==> config.mk <==
export PLATFORM = sky130hd
export DESIGN_NAME = eth_tx_arbiter_flat
export DESIGN_NICKNAME = d
export VERILOG_FILES = /design/src/rtl/eth_tx_arb_pkg.sv /design/src/rtl/eth_tx_arbiter_if.sv /design/src/rtl/eth_tx_arb_sel.sv /design/src/rtl/eth_tx_arbiter.sv /design/src/flat_wrapper.sv
export SDC_FILE = /design/constraint.sdc
export NUM_CORES = 1
export LEC_CHECK = 0
export ABC_CLOCK_PERIOD_IN_PS = 2000
export CORE_MARGIN = 5
export CORE_UTILIZATION = 40
export CTS_BUF_LIST = sky130_fd_sc_hd__clkbuf_4 sky130_fd_sc_hd__clkbuf_8
export CTS_CLUSTER_DIAMETER = 60
export DETAILED_ROUTE_END_ITERATION = 6
export MAX_ROUTING_LAYER = met4
export PLACE_DENSITY = 0.81
export SKIP_LAST_GASP = 1
export SYNTH_ARGS = -nofsm -noshare
export SYNTH_HDL_FRONTEND = slang
export SYNTH_SLANG_ARGS = --single-unit
==> constraint.sdc <==
create_clock -name gmii_tx_clk -period 2 [get_ports gmii_tx_clk]
set_input_delay 0.3 -clock gmii_tx_clk [delete_from_list [all_inputs] [get_ports gmii_tx_clk]]
set_output_delay 0.3 -clock gmii_tx_clk [all_outputs]
set_load 0.02 [all_outputs]
==> src/rtl/eth_tx_arb_pkg.sv <==
// eth_tx_arb_pkg: shared state, grant encodings and defaults for the Ethernet TX arbiter
package eth_tx_arb_pkg;
  typedef enum logic [1:0] {IDLE = 2'd0, XFER = 2'd1, GAP = 2'd2} state_e;
  localparam logic [1:0] GNT_NONE = 2'd0;
  localparam logic [1:0] GNT_ARP = 2'd1;
  localparam logic [1:0] GNT_ICMP = 2'd2;
  localparam logic [1:0] GNT_UDP = 2'd3;
  localparam int IFG_DEFAULT = 12;
  localparam int MAX_CONSEC_DEFAULT = 4;
endpackage

==> src/rtl/eth_tx_arbiter_if.sv <==
// eth_tx_arbiter_if: byte-wide valid/ready stream with end-of-frame marker
interface eth_tx_arbiter_if;
  logic [7:0] tdata;
  logic tvalid;
  logic tlast;
  logic tready;
  modport master (output tdata, tvalid, tlast, input tready);
  modport slave (input tdata, tvalid, tlast, output tready);
endinterface

==> src/rtl/eth_tx_arb_sel.sv <==
// eth_tx_arb_sel: fixed-priority ARP > ICMP > UDP picker with UDP starvation override
module eth_tx_arb_sel
  import eth_tx_arb_pkg::*;
(
  input  logic       arp_valid_i,
  input  logic       icmp_valid_i,
  input  logic       udp_valid_i,
  input  logic [3:0] consec_i,
  input  logic [3:0] max_consec_i,
  output logic [1:0] grant_o,
  output logic       consec_inc_o
);
  logic starve;
  assign starve = udp_valid_i && consec_i == max_consec_i;
  assign grant_o = starve ? GNT_UDP : arp_valid_i ? GNT_ARP : icmp_valid_i ? GNT_ICMP : udp_valid_i ? GNT_UDP : GNT_NONE;
  assign consec_inc_o = udp_valid_i && !starve && (arp_valid_i || icmp_valid_i);
endmodule

==> src/rtl/eth_tx_arbiter.sv <==
// eth_tx_arbiter: frame-atomic three-source TX byte stream arbiter with inter-frame gap
module eth_tx_arbiter
  import eth_tx_arb_pkg::*;
#(
  parameter int IFG_CYCLES = IFG_DEFAULT,
  parameter int MAX_CONSEC = MAX_CONSEC_DEFAULT
) (
  input  logic             gmii_tx_clk,
  input  logic             gmii_rst,
  eth_tx_arbiter_if.slave  s_arp,
  eth_tx_arbiter_if.slave  s_icmp,
  eth_tx_arbiter_if.slave  s_udp,
  eth_tx_arbiter_if.master m,
  output logic [1:0]       grant_o,
  output logic             busy_o,
  output logic             frame_done_o
);
  localparam int GW = IFG_CYCLES > 1 ? $clog2(IFG_CYCLES + 1) : 1;
  localparam logic [GW-1:0] IFG = GW'(IFG_CYCLES);
  localparam logic [3:0] MAXC = 4'(MAX_CONSEC);
  state_e state_q, state_d;
  logic [1:0] grant_q, grant_d, nxt_grant;
  logic [3:0] consec_q, consec_d;
  logic [GW-1:0] gap_q, gap_d;
  logic done_q, consec_inc, fire;
  eth_tx_arb_sel u_sel (
    .arp_valid_i  (s_arp.tvalid),
    .icmp_valid_i (s_icmp.tvalid),
    .udp_valid_i  (s_udp.tvalid),
    .consec_i     (consec_q),
    .max_consec_i (MAXC),
    .grant_o      (nxt_grant),
    .consec_inc_o (consec_inc)
  );
  // grant_q is GNT_NONE outside XFER, so the mux alone gates the stream
  assign m.tdata = grant_q == GNT_ARP ? s_arp.tdata : grant_q == GNT_ICMP ? s_icmp.tdata : s_udp.tdata;
  assign m.tlast = grant_q == GNT_ARP ? s_arp.tlast : grant_q == GNT_ICMP ? s_icmp.tlast : s_udp.tlast;
  assign m.tvalid = grant_q == GNT_ARP ? s_arp.tvalid : grant_q == GNT_ICMP ? s_icmp.tvalid : grant_q == GNT_UDP && s_udp.tvalid;
  assign s_arp.tready = grant_q == GNT_ARP && m.tready;
  assign s_icmp.tready = grant_q == GNT_ICMP && m.tready;
  assign s_udp.tready = grant_q == GNT_UDP && m.tready;
  assign fire = m.tvalid && m.tready && m.tlast;
  assign grant_o = grant_q;
  assign busy_o = state_q != IDLE;
  assign frame_done_o = done_q;
  always_comb begin
    state_d = state_q;
    grant_d = grant_q;
    consec_d = consec_q;
    gap_d = gap_q;
    if (state_q == IDLE) begin
      consec_d = consec_inc ? (consec_q == MAXC ? consec_q : consec_q + 4'd1) : 4'd0;
      if (nxt_grant != GNT_NONE) begin
        grant_d = nxt_grant;
        state_d = XFER;
      end
    end else if (state_q == XFER) begin
      if (fire) begin
        grant_d = GNT_NONE;
        gap_d = IFG;
        state_d = IFG_CYCLES == 0 ? IDLE : GAP;
      end
    end else begin
      gap_d = gap_q - GW'(1);
      state_d = gap_q == GW'(1) ? IDLE : GAP;
    end
  end
  always_ff @(posedge gmii_tx_clk) begin
    if (gmii_rst) begin
      state_q <= IDLE;
      grant_q <= GNT_NONE;
      consec_q <= 4'd0;
      gap_q <= '0;
      done_q <= 1'b0;
    end else begin
      state_q <= state_d;
      grant_q <= grant_d;
      consec_q <= consec_d;
      gap_q <= gap_d;
      done_q <= fire;
    end
  end
endmodule

==> src/flat_wrapper.sv <==
// flat-port wrapper written by rule: the top's interface ports become plain ports
module eth_tx_arbiter_flat import eth_tx_arb_pkg::*;
#(
  parameter int IFG_CYCLES = IFG_DEFAULT,
  parameter int MAX_CONSEC = MAX_CONSEC_DEFAULT
)
  (gmii_tx_clk, gmii_rst, grant_o, busy_o, frame_done_o, s_arp_tdata, s_arp_tvalid, s_arp_tlast, s_arp_tready, s_icmp_tdata, s_icmp_tvalid, s_icmp_tlast, s_icmp_tready, s_udp_tdata, s_udp_tvalid, s_udp_tlast, s_udp_tready, m_tdata, m_tvalid, m_tlast, m_tready);
  eth_tx_arbiter_if s_arp_i ();
  eth_tx_arbiter_if s_icmp_i ();
  eth_tx_arbiter_if s_udp_i ();
  eth_tx_arbiter_if m_i ();
  input  logic gmii_tx_clk;
  input  logic gmii_rst;
  output logic [1:0] grant_o;
  output logic busy_o;
  output logic frame_done_o;
  input wire logic [$bits(s_arp_i.tdata)-1:0] s_arp_tdata;
  input wire logic [$bits(s_arp_i.tvalid)-1:0] s_arp_tvalid;
  input wire logic [$bits(s_arp_i.tlast)-1:0] s_arp_tlast;
  output wire logic [$bits(s_arp_i.tready)-1:0] s_arp_tready;
  input wire logic [$bits(s_icmp_i.tdata)-1:0] s_icmp_tdata;
  input wire logic [$bits(s_icmp_i.tvalid)-1:0] s_icmp_tvalid;
  input wire logic [$bits(s_icmp_i.tlast)-1:0] s_icmp_tlast;
  output wire logic [$bits(s_icmp_i.tready)-1:0] s_icmp_tready;
  input wire logic [$bits(s_udp_i.tdata)-1:0] s_udp_tdata;
  input wire logic [$bits(s_udp_i.tvalid)-1:0] s_udp_tvalid;
  input wire logic [$bits(s_udp_i.tlast)-1:0] s_udp_tlast;
  output wire logic [$bits(s_udp_i.tready)-1:0] s_udp_tready;
  output wire logic [$bits(m_i.tdata)-1:0] m_tdata;
  output wire logic [$bits(m_i.tvalid)-1:0] m_tvalid;
  output wire logic [$bits(m_i.tlast)-1:0] m_tlast;
  input wire logic [$bits(m_i.tready)-1:0] m_tready;
  assign s_arp_i.tdata = s_arp_tdata;
  assign s_arp_i.tvalid = s_arp_tvalid;
  assign s_arp_i.tlast = s_arp_tlast;
  assign s_arp_tready = s_arp_i.tready;
  assign s_icmp_i.tdata = s_icmp_tdata;
  assign s_icmp_i.tvalid = s_icmp_tvalid;
  assign s_icmp_i.tlast = s_icmp_tlast;
  assign s_icmp_tready = s_icmp_i.tready;
  assign s_udp_i.tdata = s_udp_tdata;
  assign s_udp_i.tvalid = s_udp_tvalid;
  assign s_udp_i.tlast = s_udp_tlast;
  assign s_udp_tready = s_udp_i.tready;
  assign m_tdata = m_i.tdata;
  assign m_tvalid = m_i.tvalid;
  assign m_tlast = m_i.tlast;
  assign m_i.tready = m_tready;
  eth_tx_arbiter #(.IFG_CYCLES(IFG_CYCLES), .MAX_CONSEC(MAX_CONSEC)) u_core (.gmii_tx_clk(gmii_tx_clk), .gmii_rst(gmii_rst), .s_arp(s_arp_i), .s_icmp(s_icmp_i), .s_udp(s_udp_i), .m(m_i), .grant_o(grant_o), .busy_o(busy_o), .frame_done_o(frame_done_o));
endmodule
### Word level (Yosys, flattened, before mapping)

Cells that the tools add are included.

* flip-flop bits (word level): 13
* output and inout port bits: 17
* input bits: 33
* word-level logic and storage cells: 61

* equal/unequal tests: 10
* bitwise operators: 1
* muxes and demuxes: 23
* reductions and logical operators: 20
* add/subtract/negate cells: 2

Operators by type and width (count)
* $mux W2: 13
* $mux W4: 4
* $mux W8: 2
* $logic_and A1 B1 Y1: 9
* $reduce_bool A2 Y1: 4
* $reduce_and A2 Y1: 3
* $add A4 B1 Y4 const B: 1
* $eq A2 B1 Y1 const B: 2
* $eq A2 B2 Y1 const B: 2
* $eq A4 B1 Y1 const B: 1
* $eq A4 B3 Y1 const B: 1
* $mux W1: 4
* $ne A2 B2 Y1 const B: 2
* $sub A4 B1 Y4 const B: 1
* $ne A3 B1 Y1 const B: 1
* $reduce_and A3 Y1: 1
* $logic_not A2 Y1: 1
* $ne A2 B1 Y1 const B: 1
* $logic_not A1 Y1: 1
* $logic_or A1 B1 Y1: 1
* $not A1 Y1: 1

### Depth between registers and ports, before layout

* word-level depth: 9
* gate-level depth with buffers: 6
* depth with buffers taken out: 6

### Cells and area by module

Synthesis repeated with hierarchy kept, for this count alone.

* cells, all modules: 140
* area, all modules: 1127.3 um^2

By module, submodules not included
* eth_tx_arbiter: times used 1, seq. area each 260.2 um^2, cells each 129, area an instance 1052.3 um^2
* eth_tx_arb_sel: times used 1, seq. area each 0.0 um^2, cells each 11, area an instance 75.1 um^2

### Worst setup path before layout

No wires, ideal clock.

* kind: register to output
* from: reg u_core.grant_q[0] (netlist: u_core.grant_o[0])
* to: out m_tdata[0]
* slack: 0.069 ns
* stages on the path, launching flop included: 6
* arrival time: 1.631 ns
* cell sequence: dfxtp_1 buf_4 clkbuf_1 buf_2 mux2i_1 a21oi_1

* word-level cells in the longest chain between the ends: 3
* elaborated cells on any way between the ends: 4

Ends and longest elaborated chain
* from (decl): RTL line eth_tx_arbiter.sv:22 `logic [1:0] grant_q, grant_d, nxt_grant;`
* from (signal assigned): RTL line eth_tx_arbiter.sv:77 `grant_q <= grant_d;`
* $eq A2 B2 Y1: RTL line eth_tx_arbiter.sv:36 `assign m.tdata = grant_q == GNT_ARP ? s_arp.tdata : grant_q == GNT_ICMP ? s_icmp.tdata : s_udp.tdata;`
* $mux W8: RTL line eth_tx_arbiter.sv:36
* $mux W8 (*): RTL line eth_tx_arbiter.sv:36
* to (decl): RTL line flat_wrapper.sv:29 `output wire logic [$bits(m_i.tdata)-1:0] m_tdata;`

Every way passes the cells marked *; elsewhere a longest branch is shown, timed or not.

### Worst setup path after layout

* from: reg u_core.grant_q[0] (netlist: u_core.grant_o[0])
* to: reg u_core.grant_q[1] (netlist: u_core.grant_o[1])

* word-level cells in the longest chain between the ends: 8
* elaborated cells on any way between the ends: 12

Ends and longest elaborated chain
* $eq A2 B2 Y1: RTL line eth_tx_arbiter.sv:38 `assign m.tvalid = grant_q == GNT_ARP ? s_arp.tvalid : grant_q == GNT_ICMP ? s_icmp.tvalid : grant_q == GNT_UDP ...`
* $logic_and A1 B1 Y1: RTL line eth_tx_arbiter.sv:38
* $mux W1 (2 in a row): RTL line eth_tx_arbiter.sv:38
* $logic_and A1 B1 Y1: RTL line eth_tx_arbiter.sv:42 `assign fire = m.tvalid && m.tready && m.tlast;`
* $logic_and A1 B1 Y1 (*): RTL line eth_tx_arbiter.sv:42
* $reduce_bool A2 Y1 (no line) (*)
* $reduce_and A3 Y1 (no line) (*)

Marked as above.
A chain may end at the register's enable or synchronous reset.

==> impl_metrics.tcl <==
set metrics [dict create \
    clock_latency_ps 280 \
    synth_cells 122 \
    drive_above_1_share_pct 10.1 \
    totalWireLength_um 2930 \
    clkPwrFrac_pct 21.5 \
    gp_congestion 0.797 \
    powerDensity_nw_per_um2 522 \
    slew_headroom_pct 62.6 \
    worstPathArrival_ps 2110 \
    fin_util_pct 69.7 \
    clk_path_buf_depth 2 \
    clock_sinks 13 \
    coreArea_um2 2280 \
    slowest_stage "or4_4" \
    cpPeakStageDelay_ps 490 \
    path_clk_slew_ps 80 \
    synth_edf_count 0 \
    grt.total_usage_pct 17.4 \
    dpl.hpwl_um 2390 \
    p_sw_share_pct 33.2 \
    io_buffers 49 \
    num_vias 1069 \
    combPwrFrac_pct 43.6 \
    power.share.sequential_pct 34.8 \
    postRouteAntennaNets 0 \
    drc 0 \
    diodes 0 \
    worst_pin_slew_ps 547 \
    finClkSkew_ps 5.77 \
    leakage_nw 0.682 \
    cts_tree "built" \
    finalSetupTns_ps 0 \
    ys_types 34 \
    nets 216 \
    grt_pass1_vias 1026 \
    synth_common_cells "15 x a21oi_1, 13 x dfxtp_1, 11 x mux2i_1, 10 x a211oi_1, 10 x inv_1" \
    routedWlPerCell_um 14.2 \
    die_h_um 59.4 \
    dr.pass1.iters 4 \
    synth.most_common_cell "a21oi_1" \
    antenna_found_initial 0 \
    h-tree-depth 1 \
    cp.required_ps 2180 \
    ys_ff_latch 13 \
    finalCritPeriodShare_pct 96.4 \
    dp_slack_ps -139 \
    peakVddDrop_v 0.000416 \
    hp-class "reg2reg" \
    die_w_um 59.4 \
    syn_nets 159 \
    hold_path_depth 2 \
    clockRootBuffer "clkbuf_4" \
    viasPerCell 5.19 \
    synth-async-reset-ratio_pct 0 \
    cell_internal_pwr_mw 0.552 \
    fmax_mhz 519 \
    rows 17 \
    finalHoldViolCount 0 \
    ys_top_cells_by_area "dfxtp_1 27%, mux2i_1 11%, a211oi_1 7.7%" \
    maxCapViolations 0 \
    numCtsBuffers 3 \
    r2r_slack_ps 70 \
    worst-r2r-cell-count 6 \
    drt_iter0_markers 24 \
    crit_type "reg2reg" \
    grt_overflow_total 0 \
    synth_top_area_share_pct 26.7 \
    status "complete, no violations" \
    start_util_pct 42.9 \
    rsz0062_at_grt "yes" \
    grt_pass1_wl_um 4560 \
    grt_start_max_net_pins 31 \
    syn_area_per_cell_um2 8.00 \
    finalSetupViolCount 0 \
    syn_area_um2 976 \
    ys.warnings.count 0 \
    synth_flop_cell "dfxtp_1" \
    cp-start-kind "register" \
    io_pins 50 \
    path_max_fanout 30 \
    synth_top_area_cell "dfxtp_1" \
    endpoint_kind "register" \
    synth_seq_area_share_pct 26.7 \
    min_period_ps 1930 \
    area_growth_pct 62.4 \
    setup_ws_ps 72.0 \
    path_cells "buf_12, mux2i_1, mux2_4, buf_4, or4_4, a31o_1" \
    p_sw_mw 0.275 \
    drv_slew 0 \
    die-area_um2 3530 \
]
-- power by group through the flow --
stage / clock, mW / combinational, mW / sequential [mW]
after floorplan: 0 / 0.187 / 0.294
after detailed placement: 0 / 0.384 / 0.293
final: 0.178 / 0.361 / 0.288
after CTS: 0.182 / 0.364 / 0.288
after global placement: 0 / 0.373 / 0.292
after global routing: 0.196 / 0.391 / 0.291
-- placed cells by master (no fill, tap or decap), drive strengths merged, types with 2 or more instances in the layout --
master / n
dlygate4sd2: 10
nor2b: 9
dlymetal6s2s: 2
nand2: 7
ha: 4
a21oi: 15
buf: 10
a211oi: 10
xnor2: 2
o211a: 2
or3: 2
and3: 2
clkdlybuf4s50: 36
dfxtp: 13
clkbuf: 4
xor2: 3
inv: 10
nand3: 2
nor2: 8
mux2i: 11
-- layout make-up --
type / instances / area, µm²
Inverter: 10 / 37.5
Clock buffer: 4 / 30.0
Multi-Input combinational cell: 92 / 647
Tap cell: 28 / 35.0
Timing Repair Buffer: 59 / 574
Sequential cell: 13 / 262
Fill cell: 203 / 691
-- routing by layer --
layer | wire length, µm | vias to the layer above | track usage, %
met5 | 0 | - | -
met2 | 1670 | 22 | 33.1
met3 | 105 | 2 | 4.79
li1 | - | 551 | -
met4 | 10 | 0 | 3.88
met1 | 1150 | 494 | 17.3
-- kinds of logic after synthesis --
group                      count (synthesis)  share of synthesized area (%)
AOI/OAI and AO/OA                         34                           23.3
DFF                                       13                           26.7
and+or+nand+nor                           37                           20.5
adders and majority gates                  4                           5.13
xor gates and xnor gates                   5                           4.49
muxes                                     12                           12.8
buffers and inverters                     17                           7.05
-- critical path, delay by kind of cell (launching register included) --
family,cells,cell delay (ps)
buf+inv,2,340
compound gates,1,230
mux,2,370
flops,1,390
simple gates,1,490
-- path summary, 6_finish.rpt --
kind                                                       from                               to
worst min-delay path            u_core.consec_q[3]$_SDFFE_PP0P_  u_core.consec_q[3]$_SDFFE_PP0P_
worst max register to register   u_core.grant_o[0]$_SDFFE_PP0P_   u_core.grant_o[1]$_SDFFE_PP0P_
worst min register to register  u_core.consec_q[3]$_SDFFE_PP0P_  u_core.consec_q[3]$_SDFFE_PP0P_
worst max-delay path             u_core.grant_o[0]$_SDFFE_PP0P_   u_core.grant_o[1]$_SDFFE_PP0P_
-- sequential cells by signal, indices dropped and copies added (netlist names) --
register,flops
u_core.grant_o,2
u_core.consec_q,4
u_core.gap_q,4
u_core.frame_done_o,1
u_core.state_q,2
-- through the flow --
step	std cells	total power [mW]	cell area [µm²]	hold slack, ps
floorplan	122	0.481	976	426
global placement	202	0.665	1560	481
detailed placement	202	0.677	1560	503
CTS	206	0.834	1580	515
global route	206	0.878	1590	546
finish	206	0.827	1590	521
-- timing repair --
item	4_1_cts	5_1_grt
resized for setup	13	3
setup buffers	0	0
hold buffers	0	0
endpoints found under the hold margin	0	0
setup endpoints to repair	12	5
(Power assumes the default switching activity.)
